File: src/rtl/rr_sel4_if.sv
// Handshake bundle between the round-robin selector and the word mux / downstream consumer.
// The master side is the selector; the slave side is the requesters plus the consumer.
interface rr_sel4_if #(
  parameter int unsigned CNT_W = 16
);
  logic [3:0]       req;
  logic             out_ready;
  logic [1:0]       sel;
  logic [3:0]       grant;
  logic             out_valid;
  logic [CNT_W-1:0] xfer_count;

  modport master (
    input  req,
    input  out_ready,
    output sel,
    output grant,
    output out_valid,
    output xfer_count
  );

  modport slave (
    output req,
    output out_ready,
    input  sel,
    input  grant,
    input  out_valid,
    input  xfer_count
  );
endinterface

File: src/rtl/rr_sel4.sv
// Round-robin selector for the 4-way word mux: holds sel/grant stable through a valid/ready
// handshake and counts completed transfers. All outputs come straight from flops.
module rr_sel4 #(
  parameter int unsigned CNT_W = 16
) (
  input  logic       clk,
  input  logic       reset,
  rr_sel4_if.master  bus
);

  typedef enum logic [0:0] {StIdle, StBusy} state_e;

  state_e           state_q, state_d;
  logic [1:0]       sel_q, sel_d;
  logic [1:0]       ptr_q, ptr_d;
  logic [3:0]       grant_q, grant_d;
  logic             valid_q, valid_d;
  logic [CNT_W-1:0] cnt_q, cnt_d;

  logic [1:0]       start;
  logic             win_found;
  logic [1:0]       win_idx;

  // First set bit of vec at or after start, wrapping 3->0; msb of result flags a hit.
  function automatic logic [2:0] pick(input logic [3:0] vec, input logic [1:0] from);
    logic       found;
    logic [1:0] idx;
    logic [1:0] probe;
    found = 1'b0;
    idx   = 2'd0;
    for (int k = 0; k < 4; k++) begin
      probe = from + 2'(k);
      if (!found && vec[probe]) begin
        found = 1'b1;
        idx   = probe;
      end
    end
    return {found, idx};
  endfunction

  // In BUSY the search starts after the word being served, since that becomes the new pointer.
  assign start = (state_q == StBusy) ? sel_q + 2'd1 : ptr_q + 2'd1;
  assign {win_found, win_idx} = pick(bus.req, start);

  always_ff @(posedge clk) begin
    if (reset) begin
      state_q <= StIdle;
    end else begin
      state_q <= state_d;
    end
  end

  always_comb begin
    state_d = state_q;
    unique case (state_q)
      StIdle: begin
        if (win_found) begin
          state_d = StBusy;
        end
      end
      StBusy: begin
        if (bus.out_ready && !win_found) begin
          state_d = StIdle;
        end
      end
      default: state_d = StIdle;
    endcase
  end

  always_comb begin
    sel_d   = sel_q;
    ptr_d   = ptr_q;
    grant_d = grant_q;
    valid_d = valid_q;
    cnt_d   = cnt_q;
    unique case (state_q)
      StIdle: begin
        if (win_found) begin
          sel_d   = win_idx;
          grant_d = 4'b0001 << win_idx;
          valid_d = 1'b1;
        end
      end
      StBusy: begin
        // Grant is never retracted; only acceptance moves anything.
        if (bus.out_ready) begin
          ptr_d = sel_q;
          cnt_d = cnt_q + CNT_W'(1);
          if (win_found) begin
            sel_d   = win_idx;
            grant_d = 4'b0001 << win_idx;
            valid_d = 1'b1;
          end else begin
            grant_d = 4'b0000;
            valid_d = 1'b0;
          end
        end
      end
      default: begin
        grant_d = 4'b0000;
        valid_d = 1'b0;
      end
    endcase
  end

  always_ff @(posedge clk) begin
    if (reset) begin
      sel_q   <= 2'd0;
      ptr_q   <= 2'd3;
      grant_q <= 4'b0000;
      valid_q <= 1'b0;
      cnt_q   <= '0;
    end else begin
      sel_q   <= sel_d;
      ptr_q   <= ptr_d;
      grant_q <= grant_d;
      valid_q <= valid_d;
      cnt_q   <= cnt_d;
    end
  end

  assign bus.sel        = sel_q;
  assign bus.grant      = grant_q;
  assign bus.out_valid  = valid_q;
  assign bus.xfer_count = cnt_q;

endmodule

File: src/flat_wrapper.sv
// flat-port wrapper written by rule: the top's interface ports become plain ports
module rr_sel4_flat 
#(
  parameter int unsigned CNT_W = 16
)
  (clk, reset, bus_req, bus_out_ready, bus_sel, bus_grant, bus_out_valid, bus_xfer_count);
  rr_sel4_if #(.CNT_W(CNT_W)) bus_i ();
  input  logic clk;
  input  logic reset;
  input wire logic [$bits(bus_i.req)-1:0] bus_req;
  input wire logic [$bits(bus_i.out_ready)-1:0] bus_out_ready;
  output wire logic [$bits(bus_i.sel)-1:0] bus_sel;
  output wire logic [$bits(bus_i.grant)-1:0] bus_grant;
  output wire logic [$bits(bus_i.out_valid)-1:0] bus_out_valid;
  output wire logic [$bits(bus_i.xfer_count)-1:0] bus_xfer_count;
  assign bus_i.req = bus_req;
  assign bus_i.out_ready = bus_out_ready;
  assign bus_sel = bus_i.sel;
  assign bus_grant = bus_i.grant;
  assign bus_out_valid = bus_i.out_valid;
  assign bus_xfer_count = bus_i.xfer_count;
  rr_sel4 #(.CNT_W(CNT_W)) u_core (.clk(clk), .reset(reset), .bus(bus_i));
endmodule
File: config.mk
export PLATFORM = sky130hd
export DESIGN_NAME = rr_sel4_flat
export DESIGN_NICKNAME = d
export VERILOG_FILES = /design/src/rtl/rr_sel4_if.sv /design/src/rtl/rr_sel4.sv /design/src/flat_wrapper.sv
export SDC_FILE = /design/constraint.sdc
export NUM_CORES = 1
export LEC_CHECK = 0
export CAP_MARGIN = 5
export CORE_UTILIZATION = 43
export DETAILED_ROUTE_END_ITERATION = 12
export GPL_TIMING_DRIVEN = 0
export PLACE_DENSITY = 0.74
export SLEW_MARGIN = 20
export SYNTH_ARGS = -nofsm -noshare
export SYNTH_HDL_FRONTEND = slang
export SYNTH_SLANG_ARGS = --single-unit
export TNS_END_PERCENT = 50
File: constraint.sdc
create_clock -name clk -period 1.5 [get_ports clk]
set_input_delay 0.3 -clock clk [delete_from_list [all_inputs] [get_ports clk]]
set_output_delay 0.3 -clock clk [all_outputs]
set_load 0.01 [all_outputs]
### After elaboration in Yosys (flattened, before gate mapping)

Index checks and enable logic that the tools add are counted.

| cells by class | value |
|---|---|
| $add $sub $neg | 6 |
| order comparisons | 4 |
| eq/ne operators | 2 |
| shift-type cells | 1 |
| muxes and demuxes | 30 |
| bitwise gates (word level) | 1 |
| reduce and logical (&&, ||, !) cells | 10 |

Operator list:

| kind | number |
|---|---|
| 16-bit by 1-bit adder with 16-bit output, second input constant | 1 |
| 2-bit two-way mux | 7 |
| 2-bit by 3-bit < comparator with 1-bit output, second input constant | 4 |
| 1-bit two-way mux | 12 |
| 4-bit two-way mux | 3 |
| 1-bit binary-select mux with 2-bit select | 4 |
| 4-bit case mux with 2 select lines | 1 |
| 2-bit by 1-bit adder with 2-bit output, second input constant | 3 |
| 2-bit adder, second input constant | 2 |
| 1-bit logical AND | 4 |
| 1-bit zero test | 4 |
| 1-bit case mux with 2 select lines | 2 |
| 2-bit case mux with 2 select lines | 1 |
| 2-bit AND reduction | 2 |
| 1-bit by 2-bit << shifter with 4-bit output, first input constant | 1 |
| 2-bit by 1-bit != test with 1-bit output, second input constant | 1 |
| 2-bit != test, second input constant | 1 |
| 1-bit NOT | 1 |

| word-level totals | value |
|---|---|
| flip-flop bits (word level) | 26 |
| word-level logic and storage cells | 60 |

### Longest topological paths before layout

| logic depth | value |
|---|---|
| depth after elaboration | 18 |
| depth in mapped cells | 6 |
| mapped depth without buffers | 6 |

### Least setup slack after synthesis

OpenSTA, ideal clock, no wires.

| path | value |
|---|---|
| path type | register to register |
| start | register u_core.state_q |
| end | register u_core.grant_q[1] (netlist: u_core.bus.grant[1]) |
| library setup time | 0.066 ns |
| data arrival time | 1.529 ns |
| data required time | 1.434 ns |
| setup slack | -0.095 ns |
| cell stages (with the launch flop) | 7 |
| path buffers | 1 |
| period minus slack after synthesis | 1.595 ns |
| path through | dfxtp_1 -> buf_6 -> mux2i_4 -> mux2i_1 -> a221oi_2 -> or3_1 -> a21oi_2 |

| between the ends | value |
|---|---|
| word-level cells in the longest chain between the ends | 17 |

Ends and longest elaborated chain:

| item | line | source |
|---|---|---|
| from (decl) | rr_sel4.sv:13 | `state_e state_q, state_d;` |
| from (signal assigned) | rr_sel4.sv:47 | `state_q <= StIdle;` |
| from (signal assigned) | rr_sel4.sv:49 | `state_q <= state_d;` |
| parallel branches: the longest is 17 deep, another holds 2-bit by 1-bit adder with 2-bit output | -- |  |
| to (signal assigned) | rr_sel4.sv:116 | `grant_q <= grant_d;` |
| to (decl) | rr_sel4.sv:16 | `logic [3:0] grant_q, grant_d;` |

Several ways; the timed one is not identified. The select of a mux whose other input is x is not followed.
A chain may end at the register's enable or synchronous reset.

### Worst setup path in the final report

Ends and elaborated chain as after synthesis.

==> impl_metrics.toml <==
[run_status]
outcome = "finished with violations"
failing_checks = "negative setup slack"

[grt]
global_route.overflow_total = 0
grt_antenna_before_repair = 0
grt_max_degree = 15
global_route.usage.total_pct = 20.66
wire_length_of_the_first_global_routing_pass_um = 4326
number_of_global_route_vias_before_repair = 975

[timing]
number_of_max_slew_violations_in_the_final_report = 0
rel_slew_slack_pct = 70.43
finalWorstSetupSlack_ns = -0.2445
rsz_0062_raised_after_global_routing = "yes"
timing.final.crit_period_ns = 1.745
setup_viol = 15
fmax_ghz = 0.5732
timing.clock.skew_ns = 0.003220
fin_crit_sh_pct = 116.3
tightest_slew_ns = 0.4436
hold_viol_final = 0

[clock_tree]
tritoncts = "yes"
cts_num_sinks = 26
root_buffer = "sky130_fd_sc_hd__clkbuf_4"
worst_skew_pair.late_latency_ns = 0.32
clock_path_buffers = 2
numCtsBuffers = 3
ctsHoldBuffers = 0
worst_setup_hold_path_clk_slew_ns = 0.14
cts.htree.levels = 1

[hold_path]
hold_depth = 2
min_delay_worst_endpoint = "u_core.state_q$_SDFF_PP0_"
min-delay-start = "reset"
holdCritPathClass = "in2reg"

[yosys]
synthDistinctLibCells = 37
most_numerous_cell_in_the_yosys_netlist = "sky130_fd_sc_hd__dfxtp_1"
synthTopCellsByArea = "sky130_fd_sc_hd__dfxtp_1 (44%), sky130_fd_sc_hd__xor2_1 (7.4%), sky130_fd_sc_hd__nor2_1 (7.0%)"
synth_nets = 136
post_synth_inst_count = 128
ys_seq_area_share_pct = 43.93
synth_area_sq_um = 1185
syn_warnings = 0
netlist.area_leader.share_pct = 43.93
ys_async_sr_fraction_pct = 0
yosys-top-cells-count = "sky130_fd_sc_hd__dfxtp_1 (26), sky130_fd_sc_hd__nor2_1 (22), sky130_fd_sc_hd__nand2_1 (15)"
synth-seq-cells = 26
most_used_flip_flop_cell_after_synthesis = "sky130_fd_sc_hd__dfxtp_1"
synth_edf_count = 0
synth_top_cell_by_area = "sky130_fd_sc_hd__dfxtp_1"
avgSynthCellArea_sq_um = 9.257

[detailed_routing]
wire_per_inst_um = 13.93
first_iter_violations = 17
dr_total_vias = 1053
postRouteAntennaNets = 0
drt_pre_antenna_iters = 4
vias_per_cell = 5.239
finalWirelength_um = 2800
drc_errors = 0

[critical_path]
crit_buf_inv = 2
cpMaxStageDelayCell = "sky130_fd_sc_hd__or3_1"
cp_top_family = "compound AO/OA/AOI/OAI gates"
setup.worst_path.start_class = "register"
cp.required_ns = 1.76
crit_type = "reg2reg"
cell_chain_of_the_critical_path = "buf_8, mux2i_4, a211oi_2, a311oi_2, buf_4, or3_1, a21oi_2"
critPathCaptureType = "register"
worstPathMaxFanout = 5
r2r_setup_slack_ns = -0.24
cp.depth = 7
crit_arrival_ns = 2.01
worst_r2r_endpoint = "u_core.bus.grant[1]$_SDFFE_PP0P_"
r2r.worst_path.cells = 7
max_stage_delay_ns = 0.36
r2r_start = "u_core.state_q$_SDFF_PP0_"

[finish]
n_fill_cell = 228
design.final.nets = 180
areaGrowthSynthToFinish_pct = 43.51
finalCoreUtilization_pct = 66.81
diodes = 0
final_layout_size_suffix_gt1_share_pct = 32.16

[power]
irDropWorstVdd_uv = 910.1
p_per_area_nw_per_um2 = 792.2
finalPower_w = 0.001347
p_leak_nw = 0.7636

[floorplan]
core_area_sq_um = 2545
dieWidth_um = 54.50
rows = 18
chipHeight_um = 54.50
i_o_pin_total = 30
die_area_sq_um = 2970
initial_utilization_pct = 46.56

[placed_design]
placer_s_final_routability_congestion_estimate = 0.7771
dpl.hpwl_um = 1955
quantity_of_i_o_buffers_inserted_on_ports = 28

[run]
drv_cap = 0
==> through the flow <==
step | hold slack, ns | instance area (sq um) | cells | setup WS [ns] | setup TNS (ns)
final | 0.1755 | 1700 | 201 | -0.2445 | -1.277
after CTS | 0.1717 | 1645 | 199 | -0.2012 | -1.373
after global placement | 0.4470 | 1503 | 186 | -0.6067 | -7.191
after floorplan | 0.4579 | 1185 | 128 | -0.06154 | -0.06154
after global routing | 0.1485 | 1700 | 201 | -0.3208 | -2.843
after detailed placement | 0.4519 | 1503 | 186 | -0.6308 | -7.779
==> layout by cell type (no fill, tap or decap), drive strengths merged, types with 2 or more instances in the layout <==
master          n
nor2           22
xnor2           5
clkbuf          6
and3            4
dlymetal6s2s    2
mux2i           4
nand3           6
dlygate4sd2    21
buf            13
nand2          15
nor3            3
dfxtp          26
clkdlybuf4s50   5
nand4           3
a21oi           5
a211o           2
a211oi          2
and2            2
xor2           10
==> layout make-up <==
cell class | count | area [sq um] | share of cell area, %
Sequential cell | 26 | 545.5 | 32.08
Tap cell | 30 | 37.54 | 2.208
Clock buffer | 4 | 36.28 | 2.134
Timing Repair Buffer | 39 | 341.6 | 20.09
Buffer | 4 | 37.54 | 2.208
Multi-Input combinational cell | 98 | 701.9 | 41.28
==> power breakdown <==
group	leakage [nW]	switching [W]	internal, W
logic	0.522	0.000121	0.000134
registers	0.220	0.0000244	0.000720
clock network	0.0210	0.000200	0.000148
==> logic make-up (layout without fill, tap and decap cells) <==
logic type	after synthesis	in the layout	synth area share [%]
XOR/XNOR	15	15	11.09
flip-flops	26	26	43.93
AO/OA/AOI/OAI	15	15	9.927
AND/OR/NAND/NOR	62	62	25.45
buffers and inverters	4	47	2.850
adder cells (fa/ha/maj)	1	1	1.056
multiplexers	5	5	5.702
==> how the worst max path moves through the flow <==
| stage | end | slack [ns] | start |
|---|---|---|---|
| finish | u_core.bus.grant[1]$_SDFFE_PP0P_ | -0.24 | u_core.state_q$_SDFF_PP0_ |
| detailed placement | u_core.bus.xfer_count[13]$_SDFFE_PP0P_ | -0.63 | bus_out_ready |
| floorplan | u_core.bus.grant[1]$_SDFFE_PP0P_ | -0.06 | u_core.state_q$_SDFF_PP0_ |
| global placement | u_core.bus.xfer_count[13]$_SDFFE_PP0P_ | -0.61 | bus_out_ready |
| CTS | u_core.bus.grant[1]$_SDFFE_PP0P_ | -0.20 | u_core.state_q$_SDFF_PP0_ |
| global route | u_core.bus.grant[1]$_SDFFE_PP0P_ | -0.32 | u_core.state_q$_SDFF_PP0_ |
==> timing repair <==
action / CTS / global route
cloned: 0 / 0
setup endpoints to repair: 38 / 19
pin swaps: 7 / 7
buffers inserted: 10 / 3
resized for setup: 47 / 10
==> worst reg2reg max path: stages (launching register included) <==
cell and delay (ns):
sky130_fd_sc_hd__dfxtp_2 0.35, sky130_fd_sc_hd__buf_8 0.13, sky130_fd_sc_hd__mux2i_4 0.21, sky130_fd_sc_hd__a211oi_2 0.27, sky130_fd_sc_hd__a311oi_2 0.09, sky130_fd_sc_hd__buf_4 0.17
sky130_fd_sc_hd__or3_1 0.36, sky130_fd_sc_hd__a21oi_2 0.12
==> layer usage <==
metal	vias to the layer above	global-route usage [%]	wire [um]
met5	-	0	0
met2	21	40.65	1522
li1	530	-	-
met1	500	21.90	1166
met3	2	5.278	102
met4	0	3.419	10
==> state kept, by name, summed over array words and instances (netlist names) <==
signal and count:
u_core.state_q 1, u_core.ptr_q 2, u_core.bus.sel 2, u_core.bus.out_valid 1
u_core.bus.xfer_count 16, u_core.bus.grant 4
Power figures use the tool's default switching activity.
